## src/rtl/seq_pkg.sv

```systemverilog
// Shared definitions for the step sequencer: transport state encoding,
// tempo limits and default sizing used by the controller and its gate timers.
package seq_pkg;

  typedef enum logic [1:0] {
    IDLE  = 2'd0,
    ARM   = 2'd1,
    PLAY  = 2'd2,
    PAUSE = 2'd3
  } state_t;

  localparam int CLK_HZ          = 50_000_000;
  localparam int DEF_BPM_MIN     = 30;
  localparam int DEF_BPM_MAX     = 300;
  localparam int DEF_BPM         = 120;
  localparam int DEF_GATE_CYCLES = 2_500_000;
  localparam int DEF_NUM_STEPS   = 16;
  localparam int DEF_NUM_TRACKS  = 4;
  localparam int STEP_W          = $clog2(DEF_NUM_STEPS);
  localparam int TRACK_W         = $clog2(DEF_NUM_TRACKS);

endpackage

```

## src/rtl/gate_timer.sv

```systemverilog
// One loadable down-counter per track; Gate stays high while the count is
// nonzero, and Run lets the owner freeze the count outside playback.
module gate_timer #(
  parameter int  GATE_CYCLES = seq_pkg::DEF_GATE_CYCLES,
  localparam int CW          = $clog2(GATE_CYCLES + 1)
) (
  input  logic Clock,
  input  logic nReset,
  input  logic Load,
  input  logic Run,
  input  logic Clear,
  output logic Gate
);

  logic [CW-1:0] count;

  // Load beats decrement so a retrigger while high reloads without a low cycle
  always_ff @(posedge Clock) begin
    if (!nReset || Clear)
      count <= '0;
    else if (Load)
      count <= CW'(GATE_CYCLES);
    else if (Run && count != '0)
      count <= count - 1'b1;
  end

  assign Gate = (count != '0);

endmodule

```

## src/rtl/step_sequencer_ctrl.sv

```systemverilog
// Transport and pattern controller: arms the external tempo counter and turns
// its Step pulses into per-track triggers and timed gates.
module step_sequencer_ctrl
  import seq_pkg::*;
#(
  parameter int  NUM_STEPS   = DEF_NUM_STEPS,
  parameter int  NUM_TRACKS  = DEF_NUM_TRACKS,
  parameter int  GATE_CYCLES = DEF_GATE_CYCLES,
  parameter int  BPM_MIN     = DEF_BPM_MIN,
  parameter int  BPM_MAX     = DEF_BPM_MAX,
  parameter int  BPM_DEFAULT = DEF_BPM,
  localparam int SW          = (NUM_STEPS > 1) ? $clog2(NUM_STEPS) : 1,
  localparam int TW          = (NUM_TRACKS > 1) ? $clog2(NUM_TRACKS) : 1
) (
  input  logic                  Clock,
  input  logic                  nReset,
  input  logic                  PlayPause,
  input  logic                  Stop,
  input  logic                  TempoUp,
  input  logic                  TempoDown,
  input  logic                  EditToggle,
  input  logic [TW-1:0]         EditTrack,
  input  logic [SW-1:0]         EditStep,
  input  logic                  StepTick,
  output logic                  nStartOut,
  output logic [9:0]            BPM,
  output logic [SW-1:0]         StepIndex,
  output logic                  Playing,
  output logic [NUM_TRACKS-1:0] Trig,
  output logic [NUM_TRACKS-1:0] Gate
);

  localparam logic [9:0] BMIN = 10'(BPM_MIN);
  localparam logic [9:0] BMAX = 10'(BPM_MAX);
  localparam logic [9:0] BDEF = 10'(BPM_DEFAULT);

  state_t                state, state_nxt;
  logic [SW-1:0]         next_ptr;
  logic [NUM_STEPS-1:0]  pattern [NUM_TRACKS];
  logic [NUM_TRACKS-1:0] column;
  logic [NUM_TRACKS-1:0] gate_raw;
  logic                  accept;

  always_ff @(posedge Clock) begin
    if (!nReset)
      state <= IDLE;
    else
      state <= state_nxt;
  end

  // Stop overrides whatever the transport case decided, including in ARM
  always_comb begin
    state_nxt = state;
    nStartOut = 1'b1;
    Playing   = 1'b0;
    case (state)
      IDLE:    if (PlayPause) state_nxt = ARM;
      ARM: begin
        nStartOut = 1'b0;
        Playing   = 1'b1;
        state_nxt = PLAY;
      end
      PLAY: begin
        Playing = 1'b1;
        if (PlayPause) state_nxt = PAUSE;
      end
      PAUSE:   if (PlayPause) state_nxt = ARM;
      default: state_nxt = IDLE;
    endcase
    if (Stop) state_nxt = IDLE;
  end

  assign accept = (state == PLAY) && StepTick && !Stop;

  always_comb begin
    column = '0;
    for (int t = 0; t < NUM_TRACKS; t++)
      column[t] = pattern[t][next_ptr];
  end

  always_ff @(posedge Clock) begin
    if (!nReset || Stop) begin
      next_ptr  <= '0;
      StepIndex <= '0;
      Trig      <= '0;
    end else if (accept) begin
      StepIndex <= next_ptr;
      Trig      <= column;
      next_ptr  <= next_ptr + 1'b1;
    end else begin
      Trig <= '0;
    end
  end

  // Trig reads the column combinationally, so a same-cycle toggle is seen next pass
  always_ff @(posedge Clock) begin
    if (!nReset) begin
      for (int t = 0; t < NUM_TRACKS; t++)
        pattern[t] <= '0;
    end else if (EditToggle) begin
      pattern[EditTrack][EditStep] <= ~pattern[EditTrack][EditStep];
    end
  end

  always_ff @(posedge Clock) begin
    if (!nReset)
      BPM <= BDEF;
    else if (TempoUp && !TempoDown && BPM < BMAX)
      BPM <= BPM + 10'd1;
    else if (TempoDown && !TempoUp && BPM > BMIN)
      BPM <= BPM - 10'd1;
  end

  for (genvar t = 0; t < NUM_TRACKS; t++) begin : g_gate
    gate_timer #(.GATE_CYCLES(GATE_CYCLES)) u_gate (
      .Clock (Clock),
      .nReset(nReset),
      .Load  (accept && column[t]),
      .Run   (state == PLAY),
      .Clear (Stop),
      .Gate  (gate_raw[t])
    );
  end

  // Counters keep their value across a pause; only the visible gate is muted
  assign Gate = (state == PAUSE) ? '0 : gate_raw;

endmodule

```

## config.mk

```make
export PLATFORM = sky130hd
export DESIGN_NAME = step_sequencer_ctrl
export DESIGN_NICKNAME = d
export VERILOG_FILES = /design/src/rtl/seq_pkg.sv /design/src/rtl/gate_timer.sv /design/src/rtl/step_sequencer_ctrl.sv
export SDC_FILE = /design/constraint.sdc
export NUM_CORES = 1
export LEC_CHECK = 0
export BUFFER_PORTS_ARGS = -buffer_cell sky130_fd_sc_hd__buf_2
export CORE_UTILIZATION = 45
export DETAILED_ROUTE_END_ITERATION = 12
export GPL_TIMING_DRIVEN = 0
export PLACE_DENSITY_LB_ADDON = 0.3
export SLEW_MARGIN = 20
export SYNTH_ARGS = -nofsm -noshare
export SYNTH_HDL_FRONTEND = slang
export SYNTH_SLANG_ARGS = --single-unit
```

## constraint.sdc

```tcl
create_clock -name Clock -period 5.2 [get_ports Clock]
set_input_delay 1.04 -clock Clock [delete_from_list [all_inputs] [get_ports Clock]]
set_output_delay 1.04 -clock Clock [all_outputs]
set_load 0.02 [all_outputs]
```

==> results of run 1 <==
[metal layers]
layer / up-vias / GRT usage / wire length [um]
met5: - / 0 / 0
met4: 0 / 0.0661 / 450
met3: 41 / 0.0398 / 1250
met2: 264 / 0.372 / 11200
li1: 3630 / - / -
met1: 3677 / 0.294 / 10500
[worst max-delay path: stages (launching register included)]
cell and delay, ps:
sky130_fd_sc_hd__dfxtp_1 350, sky130_fd_sc_hd__nor4_1 440, sky130_fd_sc_hd__clkbuf_1 390, sky130_fd_sc_hd__and3_1 220
sky130_fd_sc_hd__nand4_1 300, sky130_fd_sc_hd__nor2b_1 250, sky130_fd_sc_hd__buf_2 150
[worst max path at each step]
stage | startpoint | endpoint | depth (start not counted)
after detailed placement | TempoUp | BPM[9] | 10
final | g_gate[1].u_gate.count[7] | Gate[1] | 6
after global placement | TempoUp | BPM[9] | 10
after floorplan | TempoUp | BPM[9] | 9
after global routing | g_gate[0].u_gate.count[14] | Gate[0] | 6
after CTS | g_gate[1].u_gate.count[7] | Gate[1] | 6
[cells in the final DEF, fill, tap and decap left out, drive strengths merged, types with 7 or more instances in the layout]
cell	n
nor2b	14
nand4	12
a31oi	7
or4	10
nor3	17
xor2	44
nand3b	7
dfxtp	112
xnor2	34
nand4b	8
buf	57
and3	8
nand3	29
mux2	8
mux4	29
or3	11
nand2	68
nand2b	8
nor4	26
inv	29
nor2	154
edfxtp	64
ha	16
a21oi	50
mux2i	9
o21ai	76
o21a	12
clkbuf	46
[cell families after synthesis]
| kind of cell | after synthesis |
|---|---|
| flops | 176 |
| fa+ha+maj | 17 |
| simple gates | 387 |
| mux | 46 |
| xor+xnor | 78 |
| compound gates | 191 |
| buf+inv | 71 |
[sequential cells by signal (all words and copies together) (netlist names)]
signal               cells
BPM                     10
StepIndex                4
Trig                     4
g_gate.u_gate.count     88
next_ptr                 4
pattern                 64
state                    2
[power by group]
group	leakage [nW]	switching, W	total [W]	internal, W
Combinational	1.92	0.000331	0.000547	0.000216
Sequential	1.56	0.0000510	0.00153	0.00148
Clock	0.283	0.000578	0.00129	0.000716
Total	3.76	0.000960	0.00337	0.00241
[area by class of cell]
cell class,count,area share
inverter,21,0.00748
tap,270,0.0320
clock buffer,18,0.0407
clock inverter,14,0.0144
timing repair buffer,35,0.0166
multi-input combinational,719,0.469
sequential,176,0.395
buffer,50,0.0244
[through the flow]
step | utilization | cell area (sq um) | setup slack, ps | hold slack, ps
floorplan | - | 9450 | 1860 | 454
global placement | 0.487 | 9960 | 1430 | 442
detailed placement | 0.487 | 9960 | 1380 | 446
CTS | 0.516 | 10500 | 1580 | 455
global route | 0.516 | 10500 | 1370 | 495
finish | 0.516 | 10500 | 1610 | 458
==> results by stage, run 1 <==
Run:
- Across the run, the number of max-cap violations was 0.

Synthesis:
- The compound-cell area share of the yosys netlist is 0.125.
- The number of nets produced by synthesis is 997.
- In the synthesized netlist the dominant register cell turns out to be sky130_fd_sc_hd__dfxtp_1.
- After technology mapping, the gate count stands at 966.
- The number of flops mapped to enable cells by yosys is 64.
- Of the total synthesized cell area, the portion taken by full adders, half adders and majority gates is 0.0233.
- The commonest cells after synthesis are sky130_fd_sc_hd__nor2_1, sky130_fd_sc_hd__dfxtp_1, sky130_fd_sc_hd__o21ai_0, sky130_fd_sc_hd__nand2_1, sky130_fd_sc_hd__edfxtp_1.
- Of the post-synthesis cell area, the part taken by muxes is 0.0898.
- The largest family of logic cells by synthesized area is simple AND/OR/NAND/NOR gates.
- The sequential share of the synthesized area is 0.441.
- In this run the cell area of the synthesized design comes to 9450 sq um.
- The cell with the most instances after synthesis is sky130_fd_sc_hd__nor2_1.
- After synthesis, the cell types taking the most area are sky130_fd_sc_hd__dfxtp_1, sky130_fd_sc_hd__edfxtp_1, sky130_fd_sc_hd__mux4_2.
- The post-synthesis share of cell area spent on xor and xnor gates is 0.0723.
- After synthesis, the mean cell area works out to 9.78 sq um.
- Of the total synthesized cell area, the portion taken by AND, OR, NAND and NOR gates is 0.213.
- The share of async-settable or async-resettable flops after synthesis is 0.
- The count of cell types in the netlist is 75.
- During synthesis, Yosys emitted a total of 0 warnings.
- Of the post-synthesis cell area, the dominant cell type holds 0.237.
- The cell taking the most area after synthesis is sky130_fd_sc_hd__dfxtp_1.
- Synthesis inferred 176 register bits.

Global route:
- The global-route usage over all layers is 0.223.
- The via count of the first global-routing pass is 7,260.
- The total global routing overflow is 0.
- Entering global routing, the biggest net connects 17 pins.
- The first-pass GRT wire length is 37,700 um.
- The number of antenna violations at the first check in global routing is 0.

Place:
- The final HPWL from detailed placement is 16,300 um.
- The number of buffer cells added on primary ports is 35.
- Including well taps, the total number of placed cells is 1,271.
- The routability-driven placement congestion ratio is 0.906.

Layout:
- The fraction of layout instances using a drive strength above 1 is 0.145.
- The synthesis-to-finish area growth is 11.6%.
- The area used by sequential logic in the layout is 4160 sq um.
- The repair_antennas step left the layout with diodes totalling 0.
- For this run, the post-layout net count is 1,051.
- In the final layout, the multi-input gates occupy 4950 sq um.
- Excluding fillers, the count of instances in the completed layout stands at 1,303.
- After filler insertion, the fill cell instance count of the layout stands at 1,917.

Timing:
- Dividing the final minimum period by the clock period gives 0.690.
- The final count of hold timing violations came to 0.
- The max-slew violation count was 0.
- The worst clock skew is 15.2 ps.
- The worst pin sits at a relative slew slack of 0.412.
- Based on the critical path, the design can be clocked at up to 279 MHz.
- Setup repair after global routing left no endpoint under its margin.
- For the pin with the worst max-slew slack, the measured transition is 878 ps.
- The final setup violation count is 0.
- The clock period minus worst slack is 3590 ps.
- Setup total negative slack on the finished layout was measured at 0 ps.

Detailed routing:
- Wires add up to 23,400 um.
- Summing over every cut layer, the via total after detailed routing is 7,612.
- The iteration count of the initial detailed-routing pass is 5.
- The number of nets with antenna violations after routing is 0.
- For this run, design rule violations remaining after detail routing come to 0.
- Dividing the detail-routed via count by the number of cells gives 5.84.
- Dividing the detail-routed wire length by the instance count gives 17.9 um.
- The number of DRC markers in iteration 0 is 562.

Setup path:
- The endpoint of the lowest-slack register-to-register path is BPM[9].
- The flop-to-flop setup slack is 2110 ps.
- Data arrives at the worst endpoint at 2550 ps.
- The highest fanout seen on the critical path is 10.
- The startpoint of the worst register-to-register path is BPM[2].
- The worst reg-to-reg path cell count is 10.
- The critical path startpoint category is a flop.
- The critical path is of the flop to output port type.
- The data required time at the worst endpoint is 4160 ps.
- The element type at the critical path end is an output port.

Clock tree:
- The source-to-sink clock delay at the later pin of the worst-skew pair is 440 ps.
- For this design, the CTS-stage hold fixing added 0 buffers.
- The TritonCTS clock tree is yes.
- In this run, post-CTS repair resized a total of 0 instances.
- The longest clock path from root to sink contains 2 buffers.
- The tree is rooted in a sky130_fd_sc_hd__clkbuf_16.
- The CTS buffer count is 17.
- Clock tree synthesis found a total of 176 sinks.
- The H-tree was split into 4 levels.
- After clock tree synthesis, the clock-pin slew on the worst setup and hold paths is 80 ps.
- Post-CTS timing repair inserted 0 buffers for setup.

Worst hold path:
- The startpoint of the most critical hold path is StepIndex[2].
- The path with the worst hold slack has its endpoint at StepIndex[2].
- Along the worst hold path, the cell count comes to 2.
- The path category of the worst min-delay check is flop to flop.

Floorplanning:
- The initial cell density of the core is 0.462.
- The vertical die dimension is 147 um.
- The die area is 21,600 sq um.
- The total area inside the core boundary comes to 20,400 sq um.
- The number of rows in the core area is 52.
- The top-level port count is 38.
- The horizontal extent of the die is 147 um.

Power and ir drop:
- In this run the static leakage power is 3.76 nW.
- Overall power consumption after layout is estimated at 0.00337 W.
- Across the VDD grid, the largest voltage drop is 0.202 mV.
- Power spread over the standard cell area amounts to 320 nW/um^2.

Run status:
- The run finished with clean final reports.
Note: power is estimated with default switching activity, not from simulation.
==> run 2, diff against run 1 <==
==> constraint.sdc (replaced) <==
create_clock -name Clock -period 3.36 [get_ports Clock]
set_input_delay 0.672 -clock Clock [delete_from_list [all_inputs] [get_ports Clock]]
set_output_delay 0.672 -clock Clock [all_outputs]
set_load 0.02 [all_outputs]
==> run 2 against run 1 <==
  * Hold slack about the same
  * Register-to-register slack got worse by 1800 ps
  * Via count increased by 0.13%
  * Clock power increased by 55%
  * Routed wire length about the same
  * Count of clock-buffer cells in the layout unchanged
  * Total power increased by 55%
  * Cell count unchanged
  * First-iteration DRC count increased by 0.18%
  * Die area unchanged
  * Sequential cell count unchanged
  * Critical path type unchanged
  * Largest cell class unchanged
  * Highest routed layer unchanged
==> results by stage, run 2 (synthesis gave the netlist of run 1 again) <==
Global route:
- The first-pass GRT wire length was 37,700 um (unchanged).
- The number of antenna violations at the first check in global routing came to 0 (unchanged).
- The total global routing overflow was 0 (unchanged).
- The via count of the first global-routing pass came to 7,260 (unchanged).
- The maximum number of pins on one net before global-route repair is 17 (unchanged).
- The global-route usage over all layers came to 0.223 (unchanged).

Power and ir drop:
- The share of power burned in combinational logic is 0.162 (about the same).
- The reported net switching power is 0.00148 W (+55%).
- The share of power burned in registers is 0.454 (about the same).
- The fraction of power consumed by the clock network came to 0.383 (about the same).
- The worst voltage drop across the vdd grid is 0.313 mV (+55%).
- The reported leakage power came to 3.76 nW (+0.11%).
- The cell-internal power came to 0.00374 W (+55%).
- The net switching fraction of the power is 0.284 (about the same).
- The power density of the placed cells is 495 nW/um^2 (+55%).

Detailed routing:
- The iteration count of the initial detailed-routing pass came to 5 (unchanged).
- The number of nets with antenna violations after routing was 0 (unchanged).
- The aggregate routed wire length is 23,400 um (about the same).
- The number of DRC markers in iteration 0 is 563 (+0.18%).
- The via count of the routed design is 7,622 (+0.13%).
- The number of vias per cell was 5.85 (+0.13%).
- The number of remaining DRC errors is 0 (unchanged).
- The routed length per instance is 17.9 um (about the same).

Clock tree:
- The number of sinks driven by the clock tree is 176 (unchanged).
- The clock-pin slew on the worst setup and hold paths was 70 ps (about the same).
- The CTS H-tree depth is 4 (unchanged).
- The post-CTS setup buffer count is 0 (unchanged).
- The source-to-sink clock delay at the later pin of the worst-skew pair was 430 ps (about the same).
- TritonCTS built the clock tree.
- The CTS buffer count was 17 (unchanged).
- The tree is rooted in a sky130_fd_sc_hd__clkbuf_16.
- The number of hold buffers added after CTS is 0 (unchanged).
- The buffer depth of the longest clock path is 2 (unchanged).

Setup path:
- The arrival time of the worst setup path is 2470 ps (-80 ps).
- The library cell contributing the largest single delay on the critical path is sky130_fd_sc_hd__or4_1.
- The critical path startpoint category is a flop.
- The worst register-to-register path begins at BPM[2].
- The worst setup path is of the flop to output port kind.
- The highest fanout seen on the critical path came to 9 (-1).
- The element type at the critical path end is an output port.
- The critical path goes through or4_1, nor3_2, nand4_1, nor2b_1, buf_2.
- Tracing the worst setup path back leads to its startpoint at g_gate[1].u_gate.count[17].
- The data required time at the worst endpoint is 2690 ps (-1470 ps).
- The peak per-stage delay on the critical path came to 590 ps (+150 ps).

Timing:
- Setup repair after global routing left no endpoint under its margin.
- The worst clock skew is 12.7 ps (-2.52 ps).
- The final count of hold timing violations was 0 (unchanged).
- The max-slew violation count is 0 (unchanged).
- The worst hold margin is 457 ps (-0.132 ps).
- In the finished design, the share of the clock period the worst path needs comes to 0.935.
- The worst-margin pin slew is 878 ps (-0.0686 ps).
- The final setup violation count is 0 (unchanged).
- The worst-case headroom to the max-slew limit came to 0.412 (about the same).
- The clock period minus worst slack is 3140 ps.
- The highest attainable clock frequency is 318 MHz.

Run:
- The number of violations of the max-capacitance limit was 0 (unchanged).

Place:
- The final HPWL from detailed placement is 16,300 um (unchanged).
- The routability-driven placement congestion ratio is 0.906 (unchanged).
- The instance area after placement came to 9960 sq um (unchanged).
- The number of buffer cells added on primary ports is 35 (unchanged).

Layout:
- The largest registers in the layout are g_gate.u_gate.count (88), pattern (64), BPM (10).
- The total non-filler cell area in the finished layout is 10,600 sq um (about the same).
- The fraction of layout instances using a drive strength above 1 came to 0.147 (+0.00194).
- The number of flip-flops in the largest register was 88 (unchanged).
- The number of nets in the layout is 1,051 (unchanged).
- The register ranked first by flip-flop count is g_gate.u_gate.count.
- The library cells used most frequently in the layout, excluding fill and tap cells, are sky130_fd_sc_hd__nor2_1, sky130_fd_sc_hd__dfxtp_1, sky130_fd_sc_hd__o21ai_0.
- The library cell used most frequently in the layout, excluding fill and tap cells, is sky130_fd_sc_hd__nor2_1.
- The number of inserted diodes is 0 (unchanged).
- The synthesis-to-finish area growth is 11.7% (about the same).

Floorplanning:
- The horizontal extent of the die is 147 um (unchanged).
- The vertical die dimension is 147 um (unchanged).
- The placeable core region is 20,400 sq um (unchanged).
- The die area is 21,600 sq um (unchanged).
- The top-level port count is 38 (unchanged).
- The number of rows in the core area is 52 (unchanged).
- The initial cell density of the core is 0.462 (unchanged).

Worst hold path:
- The worst hold path belongs to the class flop to flop.
- The startpoint of the most critical hold path is StepIndex[2].

Run status:
- The flow ran to the end, and the final reports show no timing, DRC or antenna violations.
run 2: cell types whose count changed in the layout (fill, tap and decap cells not counted):
cell                       delta
sky130_fd_sc_hd__clkbuf_1     -1
sky130_fd_sc_hd__clkbuf_2     +1
sky130_fd_sc_hd__nor4_2       +1
sky130_fd_sc_hd__nor4_1       -1
run 2: power by group through the flow:
stage / Clock [W] / Combinational (W) / Sequential [W]
2_1_floorplan: 0 / 0.000587 / 0.00244
3_3_place_gp: 0 / 0.000820 / 0.00241
3_5_place_dp: 0 / 0.000832 / 0.00242
4_1_cts: 0.00202 / 0.000841 / 0.00237
5_1_grt: 0.00213 / 0.000929 / 0.00238
6_report: 0.00200 / 0.000846 / 0.00237
run 2: cell type report:
| cell class | count | area, sq um |
|---|---|---|
| Buffer | 50 | 259 |
| Clock buffer | 18 | 429 |
| Timing Repair Buffer | 35 | 175 |
| Inverter | 21 | 78.8 |
| Clock inverter | 14 | 151 |
| Multi-Input combinational cell | 719 | 4950 |
| Fill cell | 1914 | 9880 |
| Sequential cell | 176 | 4160 |
| Tap cell | 270 | 338 |
run 2: repair_timing:
action / in CTS / in global routing
endpoints found under the setup margin: 1 / 2
gates cloned: 0 / 0
endpoints found under the hold margin: 0 / 0
resized for setup: 1 / 3
run 2: worst max-delay path, delay by kind of cell (launching register included):
kind                   cells  cell delay, ps
buffers and inverters      1             150
AND/OR/NAND/NOR            4            1540
flip-flops                 1             350
run 2: routing by layer:
| layer | vias to the layer above | share of wire | global-route usage |
|---|---|---|---|
| met1 | 3664 | 0.45 | 0.294 |
| li1 | 3630 | - | - |
| met5 | - | 0 | 0 |
| met2 | 277 | 0.48 | 0.372 |
| met4 | 0 | 0.021 | 0.0661 |
| met3 | 51 | 0.053 | 0.0398 |
run 2: path summary, 6_finish.rpt:
kind,to,slack (ps),cells past startpoint
hold / removal,StepIndex[2],460,2
setup reg to reg,BPM[9],270,10
hold reg to reg,StepIndex[2],460,2
setup / recovery,Gate[1],220,5
run 2: metrics by stage:
step	cells	util	setup slack [ps]	TNS, ps	power [W]
6_report	1303	0.516	217	0	0.00522
5_1_grt	1303	0.516	25.0	0	0.00544
4_1_cts	1303	0.516	111	0	0.00523
3_5_place_dp	1271	0.487	-118	-118	0.00325
3_3_place_gp	1271	0.487	-44.9	-44.9	0.00324
2_1_floorplan	966	-	275	0	0.00302
